**config.mk**
```make
export PLATFORM = sky130hd
export DESIGN_NAME = pq_candidate_sieve
export DESIGN_NICKNAME = d
export VERILOG_FILES = /design/src/rtl/pq_candidate_sieve.sv
export SDC_FILE = /design/constraint.sdc
export NUM_CORES = 1
export LEC_CHECK = 0
export ABC_AREA = 1
export ABC_CLOCK_PERIOD_IN_PS = 5750
export BUFFER_PORTS_ARGS = -buffer_cell sky130_fd_sc_hd__buf_4
export CORE_UTILIZATION = 47
export CTS_CLUSTER_SIZE = 10
export DETAILED_ROUTE_END_ITERATION = 12
export PLACE_DENSITY = 0.82
export SYNTH_ARGS = -nofsm -noshare
export SYNTH_HDL_FRONTEND = slang
export SYNTH_SLANG_ARGS = --single-unit
```
**constraint.sdc**
```tcl
create_clock -name aclk -period 5.75 [get_ports aclk]
set_clock_uncertainty 0.1 [all_clocks]
set_input_delay 0.575 -clock aclk [delete_from_list [all_inputs] [get_ports aclk]]
set_output_delay 0.575 -clock aclk [all_outputs]
set_load 0.03 [all_outputs]
```
**src/rtl/pq_candidate_sieve.sv**
```systemverilog
// pq_candidate_sieve
//
// Pre-filter between the random number generator and the pq FIFO that feeds
// the Miller-Rabin tester. Each accepted word becomes an odd, full-width
// candidate (MSB and LSB forced to 1). A bit-serial engine then computes its
// residues modulo the ten odd primes 3..31, one candidate bit per cycle, MSB
// first. Candidates with no small factor are written to the FIFO. The rest
// are discarded.
//
// Optional feature: define SIEVE_STATS_EN to build the saturating
// pass/reject statistics counters. When it is undefined, there are no counter
// registers and both count outputs are tied to 0.

module pq_candidate_sieve #(
  parameter int NUM_BITS = 128,
  parameter int CNT_BITS = 16
) (
  input  logic                aclk,
  input  logic                areset,
  input  logic                rng_valid,
  input  logic [NUM_BITS-1:0] rng_data,
  output logic                rng_ready,
  input  logic                fifo_full,
  output logic                fifo_wr_en,
  output logic [NUM_BITS-1:0] fifo_dout,
  output logic [CNT_BITS-1:0] pass_count,
  output logic [CNT_BITS-1:0] reject_count
);

  localparam int NUM_PRIMES = 10;
  localparam int IDX_W      = (NUM_BITS > 1) ? $clog2(NUM_BITS) : 1;

  typedef enum logic [1:0] {
    IDLE  = 2'd0,
    SIEVE = 2'd1,
    CHECK = 2'd2,
    WRITE = 2'd3
  } state_t;

  // The sieve primes, indexed 0..9.
  function automatic logic [5:0] prime_at(input int i);
    case (i)
      0:       prime_at = 6'd3;
      1:       prime_at = 6'd5;
      2:       prime_at = 6'd7;
      3:       prime_at = 6'd11;
      4:       prime_at = 6'd13;
      5:       prime_at = 6'd17;
      6:       prime_at = 6'd19;
      7:       prime_at = 6'd23;
      8:       prime_at = 6'd29;
      default: prime_at = 6'd31;
    endcase
  endfunction

  // One remainder step: r' = (2r + b) mod p. Since r < p, t < 2p <= 62, so
  // a single conditional subtract is enough.
  function automatic logic [4:0] rem_step(input logic [4:0] r, input logic b,
                                          input logic [5:0] p);
    logic [5:0] t;
    t = {r, b};
    if (t >= p) rem_step = 5'(t - p);
    else        rem_step = 5'(t);
  endfunction

  state_t              state_q, state_d;
  logic [NUM_BITS-1:0] cand_q, cand_d;
  logic [IDX_W-1:0]    bit_idx_q, bit_idx_d;
  logic [4:0]          rem_q [NUM_PRIMES];
  logic [4:0]          rem_d [NUM_PRIMES];
  logic                fifo_wr_en_q, fifo_wr_en_d;
  logic                any_zero;

  // Detect a small factor: any residue equal to zero.
  always_comb begin
    any_zero = 1'b0;
    for (int i = 0; i < NUM_PRIMES; i++) begin
      if (rem_q[i] == 5'd0) any_zero = 1'b1;
    end
  end

  // Next-state logic for the FSM, the candidate, the bit index and the residues.
  always_comb begin
    // NOTE: every output of this block gets a default first, so no path can
    // leave a signal unassigned and infer a latch.
    state_d      = state_q;
    cand_d       = cand_q;
    bit_idx_d    = bit_idx_q;
    rem_d        = rem_q;
    fifo_wr_en_d = 1'b0;
    unique case (state_q)
      IDLE: begin
        if (rng_valid) begin
          cand_d    = rng_data | {1'b1, {(NUM_BITS-1){1'b0}}} | NUM_BITS'(1);
          bit_idx_d = IDX_W'(NUM_BITS - 1);
          for (int i = 0; i < NUM_PRIMES; i++) rem_d[i] = 5'd0;
          state_d   = SIEVE;
        end
      end
      SIEVE: begin
        for (int i = 0; i < NUM_PRIMES; i++) begin
          rem_d[i] = rem_step(rem_q[i], cand_q[bit_idx_q], prime_at(i));
        end
        bit_idx_d = bit_idx_q - IDX_W'(1);
        if (bit_idx_q == '0) state_d = CHECK;
      end
      CHECK: begin
        state_d = any_zero ? IDLE : WRITE;
      end
      WRITE: begin
        if (!fifo_full) begin
          fifo_wr_en_d = 1'b1;
          state_d      = IDLE;
        end
      end
      default: state_d = IDLE;
    endcase
  end

  // State and datapath registers. Every register clears asynchronously.
  always_ff @(posedge aclk or posedge areset) begin
    if (areset) begin
      state_q      <= IDLE;
      cand_q       <= '0;
      bit_idx_q    <= '0;
      fifo_wr_en_q <= 1'b0;
      // NOTE: the residue bank is only ten small registers, so it is reset
      // like any other flop rather than being treated as an unreset memory.
      for (int i = 0; i < NUM_PRIMES; i++) rem_q[i] <= 5'd0;
    end else begin
      // NOTE: sequential state uses non-blocking assignments, so every
      // register samples its pre-edge _d value regardless of statement order.
      state_q      <= state_d;
      cand_q       <= cand_d;
      bit_idx_q    <= bit_idx_d;
      fifo_wr_en_q <= fifo_wr_en_d;
      rem_q        <= rem_d;
    end
  end

  assign rng_ready  = (state_q == IDLE);
  assign fifo_wr_en = fifo_wr_en_q;
  assign fifo_dout  = cand_q;

`ifdef SIEVE_STATS_EN
  logic [CNT_BITS-1:0] pass_count_q, pass_count_d;
  logic [CNT_BITS-1:0] reject_count_q, reject_count_d;

  // Saturating statistics: a pass is a FIFO write, a reject is a CHECK hit.
  always_comb begin
    pass_count_d   = pass_count_q;
    reject_count_d = reject_count_q;
    if (state_q == WRITE && !fifo_full && pass_count_q != '1)
      pass_count_d = pass_count_q + CNT_BITS'(1);
    if (state_q == CHECK && any_zero && reject_count_q != '1)
      reject_count_d = reject_count_q + CNT_BITS'(1);
  end

  // Counter registers.
  always_ff @(posedge aclk or posedge areset) begin
    if (areset) begin
      pass_count_q   <= '0;
      reject_count_q <= '0;
    end else begin
      pass_count_q   <= pass_count_d;
      reject_count_q <= reject_count_d;
    end
  end

  assign pass_count   = pass_count_q;
  assign reject_count = reject_count_q;
`else
  assign pass_count   = '0;
  assign reject_count = '0;
`endif

endmodule

```
* Word-level counts from Yosys, hierarchy flattened
Cells that the tools add are included.
** Word-level totals
- Memories kept :: 0
- Register bits after elaboration :: 188
- Latch bits :: 0
- Bits in writable memories :: 0
- Memory bits (read-only) :: 0
- Output and inout port bits :: 162
** Cells by class
- $lt $le $gt $ge :: 11
- Mux-type cells :: 43
- $add $sub $neg :: 11
- Divide/modulo/power cells :: 0
- Shift operators :: 0
- Reduce and logical (&&, ||, !) cells :: 16
- Equal/unequal tests :: 6
- Bitwise operators :: 0
- Multiply operators :: 0
** Operators by type and width (number)
- one-hot mux 50 bit (2 select lines) :: 1
- greater-or-equal comparator 6 bit :: 10
- 2-to-1 mux 6 bit :: 10
- logical NOT 5 bit :: 10
- 2-to-1 mux 5 bit :: 10
- 2-to-1 mux 50 bit :: 1
- subtractor 5 bit :: 10
- one-hot mux 7 bit (2 select lines) :: 1
- 2-to-1 mux 1 bit :: 13
- less-than comparator 7 x 8 -> 1 bit, second input constant :: 1
- 2-to-1 mux 2 bit :: 4
- one-hot mux 2 bit (4 select lines) :: 1
- binary-select mux 1 bit (select 7 bit) :: 1
- logical NOT 7 bit :: 1
- 2-to-1 mux 7 bit :: 1
- subtractor 7 x 1 -> 7 bit, second input constant :: 1
- != test 2 bit, second input constant :: 3
- == test 2 bit, second input constant :: 2
- AND reduction 2 bit :: 2
- AND reduction 3 bit :: 1
- == test 2 x 1 -> 1 bit, second input constant :: 1
- logical NOT 2 bit :: 1
- nonzero test 2 bit :: 1

* Logic depth before layout (Yosys ltp)
Gate-level depths: netlist (run 1).
- Depth after elaboration :: 13
- Depth in mapped cells :: 23

* Worst setup path before layout (run 1)
No wires, ideal clock.
- Path kind :: register to register
- From :: register bit_idx_q[1]
- To :: register state_q[1]
- Setup slack :: 2770 ps
- Clock period less this slack :: 2980 ps
- Setup time :: 120 ps
- Arrival :: 2761 ps
- Stages on the path, launching flop included :: 23
- Path through :: dfrtp_1 > buf_2 > inv_2 > buf_2 > nand3_1 > nand3_1 > nand2_1 > nor2_1 > nand2_1 > nand3_1 > nand2_1 > nand2_1 > nand2_2 > buf_4 > ha_1 > o21ai_0 > nand3_1 > nor4_1 > nor4_1 > nand3_1 > nand3_1 > o21ai_0 > inv_1
** Between the ends
- Word-level cells in the longest chain between the ends :: 3
** Ends and longest elaborated chain
- from (decl) :: RTL line 68 : logic [IDX_W-1:0] bit_idx_q, bit_idx_d;
- from (signal assigned) :: RTL line 135 : bit_idx_q <= bit_idx_d;
- logical NOT 7 bit :: RTL line 105 : if (bit_idx_q == '0) state_d = CHECK;
- != test 2 bit (no source line)
- AND reduction 3 bit (no source line)
- to (signal assigned) :: RTL line 133 : state_q <= state_d;
- to (decl) :: RTL line 66 : state_t state_q, state_d;
Every way passes these cells.
A chain may end at the register's enable or synchronous reset.

* Final worst setup path (run 1)
- From :: register bit_idx_q[2]
- To :: register state_q[1]
The elaborated chain is that of the path after synthesis.

==> results.json, run 1 <==
{
  "status": "complete, no violations",
  "syn_area_mm2": 0.00984,
  "insertion_delay_ps": 440,
  "drc": 0,
  "vias": 9507,
  "synth.avg_cell_area_um2": 7.49,
  "crit_family": "simple AND/OR/NAND/NOR gates",
  "num_antenna_cells": 0,
  "synthArstFlopShare_pct": 100,
  "gr-usage-all-layers_pct": 26.9,
  "ys_ff_latch": 187,
  "detail-route-antenna-nets": 0,
  "crit_top_cell": "nand3_1",
  "viasPerCell": 5.23,
  "crit_chain": "inv_2, nor2_2, nand3_1, nand2_1, nor2_1, nand2_1, nand3_1, nand2_1, nand2_1, nand2_2, ha_1, o21ai_0, nand3_1, nor4_1, nor4_1, nand3_1, nand3_1, o21ai_0, inv_1",
  "initial_core_util_pct": 48.3,
  "fin_hold_ws_ps": 196,
  "synthTopCellsByCount": "nand2_1 (495), dfrtp_1 (187), inv_1 (114)",
  "place_congestion": 0.870,
  "cts-root-buf": "clkbuf_16",
  "setup_viol": 0,
  "dieWidth_um": 147,
  "core_region_area_mm2": 0.0204,
  "synth_warnings": 0,
  "rsz0062_at_grt": "no",
  "synth-main-ff-cell": "dfrtp_1",
  "slew_headroom_pct": 27.2,
  "power_density_mw_per_mm2": 669,
  "ctsHoldBuffers": 0,
  "layout.cells.non_filler": 1817,
  "max_stage_delay_ps": 740,
  "grt-ovfl-total": 0,
  "grt_start_max_net_pins": 188,
  "io_buffers": 259,
  "min_period_ps": 4390,
  "wl_um": 28300,
  "fmax_ghz": 0.228,
  "cpMaxStageDelayCell": "dfrtp_1",
  "fin_crit_sh_pct": 76.3,
  "htree_num_levels": 4,
  "fill_cells": 1803,
  "p_total_mw": 8.30,
  "nets": 1682,
  "layout-drive-gt1-share_pct": 20.2,
  "drtIter0Drc": 750,
  "cts_tree": "yes",
  "cap_violations": 0,
  "critical_path_class": "flip-flop to flip-flop",
  "synth_edf_count": 0,
  "hpwl_um": 19200,
  "cts_setup_buffers": 0,
  "worstSetupEndpointType": "flip-flop",
  "path_buf_inv": 2,
  "floorplan.rows": 52,
  "r2r_slack_ps": 1360,
  "drt-wirelength-per-cell_um": 15.6,
  "power_leakage_nw": 6.57,
  "hold_path.class": "input port to flip-flop",
  "path_max_fanout": 24,
  "placedCellCount": 1785,
  "worstMarginPinSlew_ps": 1090,
  "grt_pass1_vias": 9009,
  "hold_viol_final": 0,
  "worstSetupEndpoint": "state_q[1]$_DFFE_PP0P_",
  "drv_slew": 0,
  "start_kind": "flip-flop",
  "yosysMostFrequentCell": "nand2_1",
  "clockBufferDepth": 2,
  "crit_cells": 19,
  "synth.distinct_cells": 43,
  "crit_start": "bit_idx_q[2]$_DFFE_PP0P_",
  "clock_sinks": 187,
  "die_h_um": 147,
  "cp.arrival_ps": 4660,
  "syn_to_final_growth_pct": 26.0,
  "grt_pass1_wl_um": 45900,
  "cts_resized": 0,
  "io_pins": 294,
  "yosys-top-cells-area": "dfrtp_1 (48%), nand2_1 (19%), nand3_1 (5.6%)",
  "vdd_ir_drop_max_v": 0.000388,
  "seq_area_frac_synth_pct": 47.5,
  "fin_setup_tns_ps": 0,
  "cp.required_ps": 6030,
  "r2r-start": "bit_idx_q[2]$_DFFE_PP0P_",
  "synth.top_cell.area_share_pct": 47.5,
  "clkTransAtPathRegs_ps": 70,
  "syn_inst": 1314,
  "r2r-end": "state_q[1]$_DFFE_PP0P_",
  "yosysTopAreaCell": "dfrtp_1",
  "cts_buffers": 17,
  "die_area_mm2": 0.0215,
  "final_util_pct": 60.9,
  "r2r_cells": 19,
  "first_pass_iters": 6,
  "antenna_found_initial": 0
}
report_power, final:
group          switching, mW  total (mW)  internal, mW
combinational           3.03        4.55          1.51
clock                  0.542        1.33         0.784
sequential             0.519        2.43          1.91
total                   4.09        8.30          4.20
registers in the layout (all words and copies together) (netlist names):
signal      flops
fifo_dout     127
state_q         2
rem_q          50
fifo_wr_en      1
bit_idx_q       7
placed cells by master (no fill, tap or decap), types with 8 or more instances in the layout:
cell type and n:
o22ai_1 8, ha_1 16, conb_1 32, buf_4 265, a21oi_1 23, dfrtp_1 186, clkbuf_16 17, inv_1 113
nor3_1 11, o211ai_1 11, nor2_1 87, o21ai_1 20, o21ai_0 77, nand3_1 110, nand2_1 494
how the worst min path moves through the flow:
stage	slack (ps)	startpoint	to	cells past startpoint
3_3_place_gp	370	rem_q[49]$_DFFE_PP0P_	rem_q[49]$_DFFE_PP0P_	2
2_1_floorplan	350	rem_q[29]$_DFFE_PP0P_	rem_q[29]$_DFFE_PP0P_	2
3_5_place_dp	380	rem_q[29]$_DFFE_PP0P_	rem_q[29]$_DFFE_PP0P_	2
4_1_cts	180	fifo_full	fifo_wr_en$_DFF_PP0_	2
6_report	200	fifo_full	fifo_wr_en$_DFF_PP0_	2
5_1_grt	190	fifo_full	fifo_wr_en$_DFF_PP0_	2
routing by layer:
metal | global-route usage [%] | part of all wire [%] | vias up
met5 | 0 | 0 | -
met4 | 11.7 | 3.0 | 0
met3 | 4.29 | 7.2 | 56
met2 | 43.7 | 48 | 442
met1 | 35.6 | 42 | 4448
li1 | - | - | 4561
final cells by class:
cell class                      instances  area (µm²)  share of cell area, %
Sequential cell                       187        4680                   37.7
Multi-Input combinational cell        942        4260                   34.3
Timing Repair Buffer                  266        2010                   16.2
Inverter                              120         457                   3.68
Clock buffer                           18         429                   3.46
Tap cell                              270         338                   2.72
Clock inverter                         14         234                   1.89
worst reg2reg max path: stages, from the launching register on:
cell	delay (ps)
dfrtp_1	740
inv_2	320
nor2_2	520
nand3_1	260
nand2_1	120
nor2_1	50
nand2_1	70
nand3_1	110
nand2_1	80
nand2_1	60
nand2_2	400
ha_1	280
o21ai_0	150
nand3_1	300
nor4_1	80
nor4_1	270
nand3_1	180
nand3_1	110
o21ai_0	90
inv_1	60
through the flow:
step                      instance area, µm²  setup slack [ps]
after floorplan                         9960              2670
after global placement                 11700              1650
after detailed placement               11700              1460
after CTS                              12400              1380
after global routing                   12400               944
final                                  12400              1360
cells by family (layout without fill, tap and decap cells):
kind of cell / Yosys count / count (layout) / synth area share, %
fa+ha+maj: 16 / 16 / 2.03
buf+inv: 216 / 418 / 10.4
other cells: 1 / 32 / 0.0381
simple gates: 721 / 721 / 29.6
mux: 1 / 1 / 0.102
xor+xnor: 9 / 9 / 0.801
compound gates: 163 / 163 / 9.47
flops: 187 / 187 / 47.5
(Power assumes the default switching activity.)
==> run 2: changes to the inputs <==
--- a/config.mk
+++ b/config.mk
@@ -6,7 +6,7 @@
 export NUM_CORES = 1
 export LEC_CHECK = 0
 export ABC_AREA = 1
-export ABC_CLOCK_PERIOD_IN_PS = 5750
+export ABC_CLOCK_PERIOD_IN_PS = 3630
 export BUFFER_PORTS_ARGS = -buffer_cell sky130_fd_sc_hd__buf_4
 export CORE_UTILIZATION = 47
 export CTS_CLUSTER_SIZE = 10
==> constraint.sdc (replaced) <==
create_clock -name aclk -period 3.63 [get_ports aclk]
set_clock_uncertainty 0.1 [all_clocks]
set_input_delay 0.363 -clock aclk [delete_from_list [all_inputs] [get_ports aclk]]
set_output_delay 0.363 -clock aclk [all_outputs]
set_load 0.03 [all_outputs]
==> results.json, run 2 (synthesized netlist as in run 1, its figures left out) <==
{
  "syn_to_final_growth_pct": 27.4,
  "power_density_mw_per_mm2": 1060,
  "r2r_slack_ps": 260,
  "wl_um": 28600,
  "cts_tree": "yes",
  "use_met1_pct": 35.1,
  "grt-ovfl-total": 0,
  "floorplan.rows": 52,
  "path_max_fanout": 34,
  "worstHoldPathCells": 3,
  "layout-drive-gt1-share_pct": 21.3,
  "io_pins": 294,
  "nets": 1701,
  "initial_core_util_pct": 48.3,
  "grt_pass1_vias": 9178,
  "placedCellCount": 1799,
  "status": "complete, no violations",
  "r2r_cells": 18,
  "cts_buffers": 17,
  "clockBufferDepth": 2,
  "hpwl_um": 19900,
  "grt_util_met2_pct": 43.2,
  "core_region_area_mm2": 0.0204,
  "hold_viol_final": 0,
  "antenna_found_initial": 0,
  "start_kind": "flip-flop",
  "final_common_cell": "nand2_1",
  "viasPerCell": 5.27,
  "vias": 9671,
  "fin_setup_tns_ps": 0,
  "power_leakage_nw": 6.64,
  "detail-route-antenna-nets": 0,
  "vdd_ir_drop_max_v": 0.000484,
  "fill_cells": 1760,
  "cts-root-buf": "clkbuf_16",
  "busiest_layer": "met2",
  "min_period_ps": 3370,
  "drtIter0Drc": 786,
  "rsz0062_at_grt": "no",
  "worstSetupEndpointType": "flip-flop",
  "critical_path_class": "flip-flop to flip-flop",
  "drv_slew": 0,
  "dieWidth_um": 147,
  "grt_pass1_wl_um": 45800,
  "htree_num_levels": 4,
  "final_util_pct": 61.6,
  "clock_sinks": 187,
  "drc": 0,
  "cp.arrival_ps": 3620,
  "setup_viol": 0,
  "layout.cells.non_filler": 1836,
  "layout_common_cells": "nand2_1 (494), buf_4 (278), dfrtp_1 (185)",
  "fin_hold_ws_ps": 10.3,
  "cap_violations": 0,
  "grt.met3_usage_pct": 4.81,
  "largest_reg_flops": 127,
  "clkTransAtPathRegs_ps": 80,
  "worstMarginPinSlew_ps": 1080,
  "slew_headroom_pct": 27.7,
  "fmax_ghz": 0.297,
  "gr-usage-all-layers_pct": 26.7,
  "insertion_delay_ps": 440,
  "fin_crit_sh_pct": 92.8,
  "grt_start_max_net_pins": 188,
  "final_area_mm2": 0.0125,
  "dpl-instance-area_mm2": 0.0119,
  "cp.required_ps": 3890,
  "num_antenna_cells": 0,
  "hold_path.class": "input port to flip-flop",
  "die_area_mm2": 0.0215,
  "drt-wirelength-per-cell_um": 15.6,
  "place_congestion": 0.868,
  "io_buffers": 259,
  "first_pass_iters": 5,
  "die_h_um": 147
}
==> run 2: changes by cell type in the layout (fill, tap and decap cells not counted), moves of 2 or more <==
cell,delta
buf_12,+4
buf_4,+13
bufinv_16,-4
dlygate4sd3_1,+2
inv_6,+3
inv_8,+2
==> run 2: worst max-delay path: stages, from the launching register on <==
cell and delay, ps:
dfrtp_1 360, buf_4 420, nand3_1 190, nand3_1 130, nand2_1 60, nor2_1 110
nand2_1 60, nand3_1 160, nand3_2 160, nand2_2 240, ha_1 220, inv_1 50
or2_2 280, a31oi_2 250, nor3_1 120, nand2_1 90, xor2_1 140, nand2_1 60
o21ai_0 70
==> run 2: layer usage <==
metal  up-vias  share of wire (%)
li1       4600                  -
met1      4541                 42
met2       467                 48
met3        63                7.5
met4         0                3.4
met5         -                  0
==> run 2: final cells by class <==
class	instances	area [µm²]	share of cell area, %
clock buffer	18	429	3.42
clock inverter	14	150	1.20
inverter	120	460	3.67
multi-input combinational	942	4270	34.0
sequential	187	4680	37.4
tap	270	338	2.70
timing repair buffer	285	2210	17.6
==> run 2: through the flow <==
stage                     setup WS, ps  total power, mW
after floorplan                    650             8.74
after global placement             277             11.0
after detailed placement           143             11.3
after CTS                          126             13.2
after global routing              32.7             14.1
final                              262             13.2
==> run 2: what timing repair did <==
action	CTS	global route
gates resized for setup	0	6
buffers inserted	0	3
hold buffers	2	0
setup endpoints to repair	0	17
hold endpoints to repair	2	0
==> run 2: worst paths after layout <==
path,start,to
hold / removal,rng_data[44],fifo_dout[44]$_DFFE_PP0P_
max in group asynchronous,areset,bit_idx_q[0]$_DFFE_PP0P_
setup / recovery,bit_idx_q[1]$_DFFE_PP0P_,rem_q[9]$_DFFE_PP0P_
hold reg to reg,rem_q[44]$_DFFE_PP0P_,rem_q[44]$_DFFE_PP0P_
setup reg to reg,bit_idx_q[1]$_DFFE_PP0P_,rem_q[9]$_DFFE_PP0P_
min in group asynchronous,areset,fifo_dout[108]$_DFFE_PP0P_
==> run 2: where the power goes <==
group	internal (mW)	total, mW	leakage, nW	switching [mW]
sequential	3.02	3.85	2.33	0.831
combinational	2.59	7.49	4.03	4.90
clock	0.977	1.88	0.276	0.905
==> run 3: changes to the inputs <==
--- a/config.mk
+++ b/config.mk
@@ -5,7 +5,6 @@
 export SDC_FILE = /design/constraint.sdc
 export NUM_CORES = 1
 export LEC_CHECK = 0
-export ABC_AREA = 1
 export ABC_CLOCK_PERIOD_IN_PS = 3630
 export BUFFER_PORTS_ARGS = -buffer_cell sky130_fd_sc_hd__buf_4
 export CORE_UTILIZATION = 47
==> results.json, run 3 <==
{
  "cts_tree": "yes",
  "fin_crit_sh_pct": 93.3,
  "setup_viol": 0,
  "synth_top_family_by_area": "simple AND/OR/NAND/NOR gates",
  "hold_path.class": "input port to flip-flop",
  "num_antenna_cells": 0,
  "first_pass_iters": 5,
  "htree_num_levels": 4,
  "cap_violations": 0,
  "viasPerCell": 5.36,
  "worstMarginPinSlew_ps": 1030,
  "largest_reg_flops": 127,
  "status": "complete, no violations",
  "yosys.area_share.simple_pct": 22.6,
  "synthArstFlopShare_pct": 100,
  "clkTransAtPathRegs_ps": 70,
  "clock_sinks": 187,
  "synth_edf_count": 0,
  "detail-route-antenna-nets": 0,
  "synth.avg_cell_area_um2": 9.21,
  "drv_slew": 0,
  "die_h_um": 144,
  "start_kind": "flip-flop",
  "die_area_mm2": 0.0208,
  "place_congestion": 0.853,
  "register_area_mm2": 0.00468,
  "vias": 8387,
  "worstHoldPathCells": 3,
  "min_period_ps": 3390,
  "io_buffers": 259,
  "ys_ff_latch": 187,
  "synthAdderAreaFrac_pct": 2.11,
  "worstSetupEndpointType": "flip-flop",
  "grt_pass1_vias": 7879,
  "fmax_ghz": 0.295,
  "critical_path_class": "flip-flop to flip-flop",
  "synth.mux.area_fraction_pct": 8.50,
  "syn_area_mm2": 0.00950,
  "synth.top_cell.area_share_pct": 49.2,
  "initial_core_util_pct": 48.4,
  "clockBufferDepth": 2,
  "hold_viol_final": 0,
  "yosysMostFrequentCell": "nand2_1",
  "crit_chain": "buf_12, mux4_2, a22oi_1, nand3_1, nand4_1, nand4_4, buf_12, inv_1, buf_4, ha_1, nand2b_1, a41oi_2, buf_4, xor2_1, o22ai_1",
  "synth_warnings": 0,
  "synth_compound_area_share_pct": 9.14,
  "crit_start": "bit_idx_q[0]$_DFFE_PP0P_",
  "cp.required_ps": 3840,
  "synthXorXnorAreaFrac_pct": 2.49,
  "path_max_fanout": 22,
  "nets": 1436,
  "place_ws_ps": 130,
  "r2r_cells": 15,
  "synth.distinct_cells": 57,
  "cp.arrival_ps": 3600,
  "io_pins": 294,
  "synthTopCellsByCount": "nand2_1 (412), dfrtp_1 (187), clkbuf_1 (48)",
  "min_from": "rng_data[14]",
  "power_density_mw_per_mm2": 1060,
  "slew_headroom_pct": 31.5,
  "yosys-top-cells-area": "dfrtp_1 (49%), nand2_1 (16%), mux4_2 (5.5%)",
  "r2r-start": "bit_idx_q[0]$_DFFE_PP0P_",
  "cts-root-buf": "clkbuf_16",
  "grt_start_max_net_pins": 133,
  "drc": 0,
  "multi_input_area_mm2": 0.00441,
  "grt-ovfl-total": 0,
  "insertion_delay_ps": 440,
  "floorplan.rows": 51,
  "synth-main-ff-cell": "dfrtp_1",
  "final_common_cell": "nand2_1",
  "fill_cells": 1604,
  "power_leakage_nw": 6.34,
  "wl_um": 26000,
  "setup_ws_ps": 243,
  "drt-wirelength-per-cell_um": 16.6,
  "syn_inst": 1032,
  "max_stage_delay_ps": 560,
  "gr-usage-all-layers_pct": 25.8,
  "r2r_slack_ps": 240,
  "layout-drive-gt1-share_pct": 29.1,
  "dieWidth_um": 144,
  "cpMaxStageDelayCell": "mux4_2",
  "vdd_ir_drop_max_v": 0.000562,
  "p_total_mw": 13.2,
  "seq_area_frac_synth_pct": 49.2,
  "syn_to_final_growth_pct": 30.3,
  "grt_pass1_wl_um": 40900,
  "layout_common_cells": "nand2_1 (411), buf_4 (286), dfrtp_1 (185)",
  "antenna_found_initial": 0,
  "drtIter0Drc": 622,
  "core_region_area_mm2": 0.0197,
  "cts_buffers": 17,
  "yosysTopAreaCell": "dfrtp_1",
  "hpwl_um": 18300
}
[run 3: cell count changes in the layout (fill, tap and decap cells not counted), sizes merged, moves of 9 or more]
| cell | before | now |
|---|---|---|
| buf | 283 | 292 |
| inv | 127 | 19 |
| mux2 | 0 | 18 |
| mux4 | 0 | 23 |
| nand2 | 497 | 412 |
| nand2b | 0 | 9 |
| nand3 | 112 | 33 |
| nor2 | 89 | 25 |
| o21ai | 97 | 48 |
| xnor2 | 2 | 13 |
[run 3: cell families after synthesis]
kind of cell,Yosys count
simple gates,519
compound gates,128
flops,187
other cells,1
fa+ha+maj,16
mux,49
buf+inv,105
xor+xnor,27
[run 3: path summary, 6_finish.rpt]
kind | end
worst max register to register | rem_q[5]$_DFFE_PP0P_
worst min register to register | rem_q[49]$_DFFE_PP0P_
min in group asynchronous | fifo_dout[64]$_DFFE_PP0P_
max in group asynchronous | fifo_dout[21]$_DFFE_PP0P_
worst min-delay path | fifo_dout[14]$_DFFE_PP0P_
worst max-delay path | rem_q[5]$_DFFE_PP0P_
[run 3: report_power, final]
group          total, mW  internal (mW)  switching [mW]
Clock               1.95           1.11           0.840
Combinational       7.29           2.95            4.33
Sequential          3.92           3.01           0.909
Total               13.2           7.07            6.08
[run 3: what timing repair did]
action / in CTS / in global routing
buffers inserted: 0 / 2
hold buffers: 1 / 2
setup endpoints to repair: 0 / 16
gates resized for setup: 0 / 6
hold endpoints to repair: 3 / 2
[run 3: through the flow]
step / hold slack, ps / setup TNS [ps] / std cells / area [µm²] / utilization (%)
final: 6.10 / 0 / 1564 / 12400 / 63.0
after global routing: 1.22 / -0.126 / 1564 / 12400 / 63.0
after CTS: 2.55 / 0 / 1560 / 12300 / 62.7
after detailed placement: 188 / 0 / 1529 / 11700 / 59.6
after global placement: 192 / 0 / 1529 / 11700 / 59.6
after floorplan: 333 / 0 / 1063 / 9620 / -
[run 3: cell type report]
| type | count | share of cell area, % |
|---|---|---|
| Tap cell | 265 | 2.68 |
| Clock buffer | 18 | 3.55 |
| Timing Repair Buffer | 295 | 18.5 |
| Sequential cell | 187 | 37.8 |
| Inverter | 16 | 0.515 |
| Multi-Input combinational cell | 771 | 35.6 |
| Clock inverter | 12 | 1.33 |
[run 3: per-layer routing]
| metal | global-route usage (%) | vias up | part of all wire (%) |
|---|---|---|---|
| met1 | 32.3 | 4066 | 41 |
| met5 | 0 | - | 0 |
| li1 | - | 3922 | - |
| met2 | 43.9 | 352 | 49 |
| met4 | 9.92 | 0 | 2.6 |
| met3 | 5.36 | 47 | 7.3 |
[run 3: critical path, delay by kind of cell (launching register included)]
family          cells  cell delay (ps)
xor+xnor            1              170
buf+inv             5              790
simple gates        4              470
flops               1              440
compound gates      3              530
fa+ha+maj           1              170
mux                 1              560
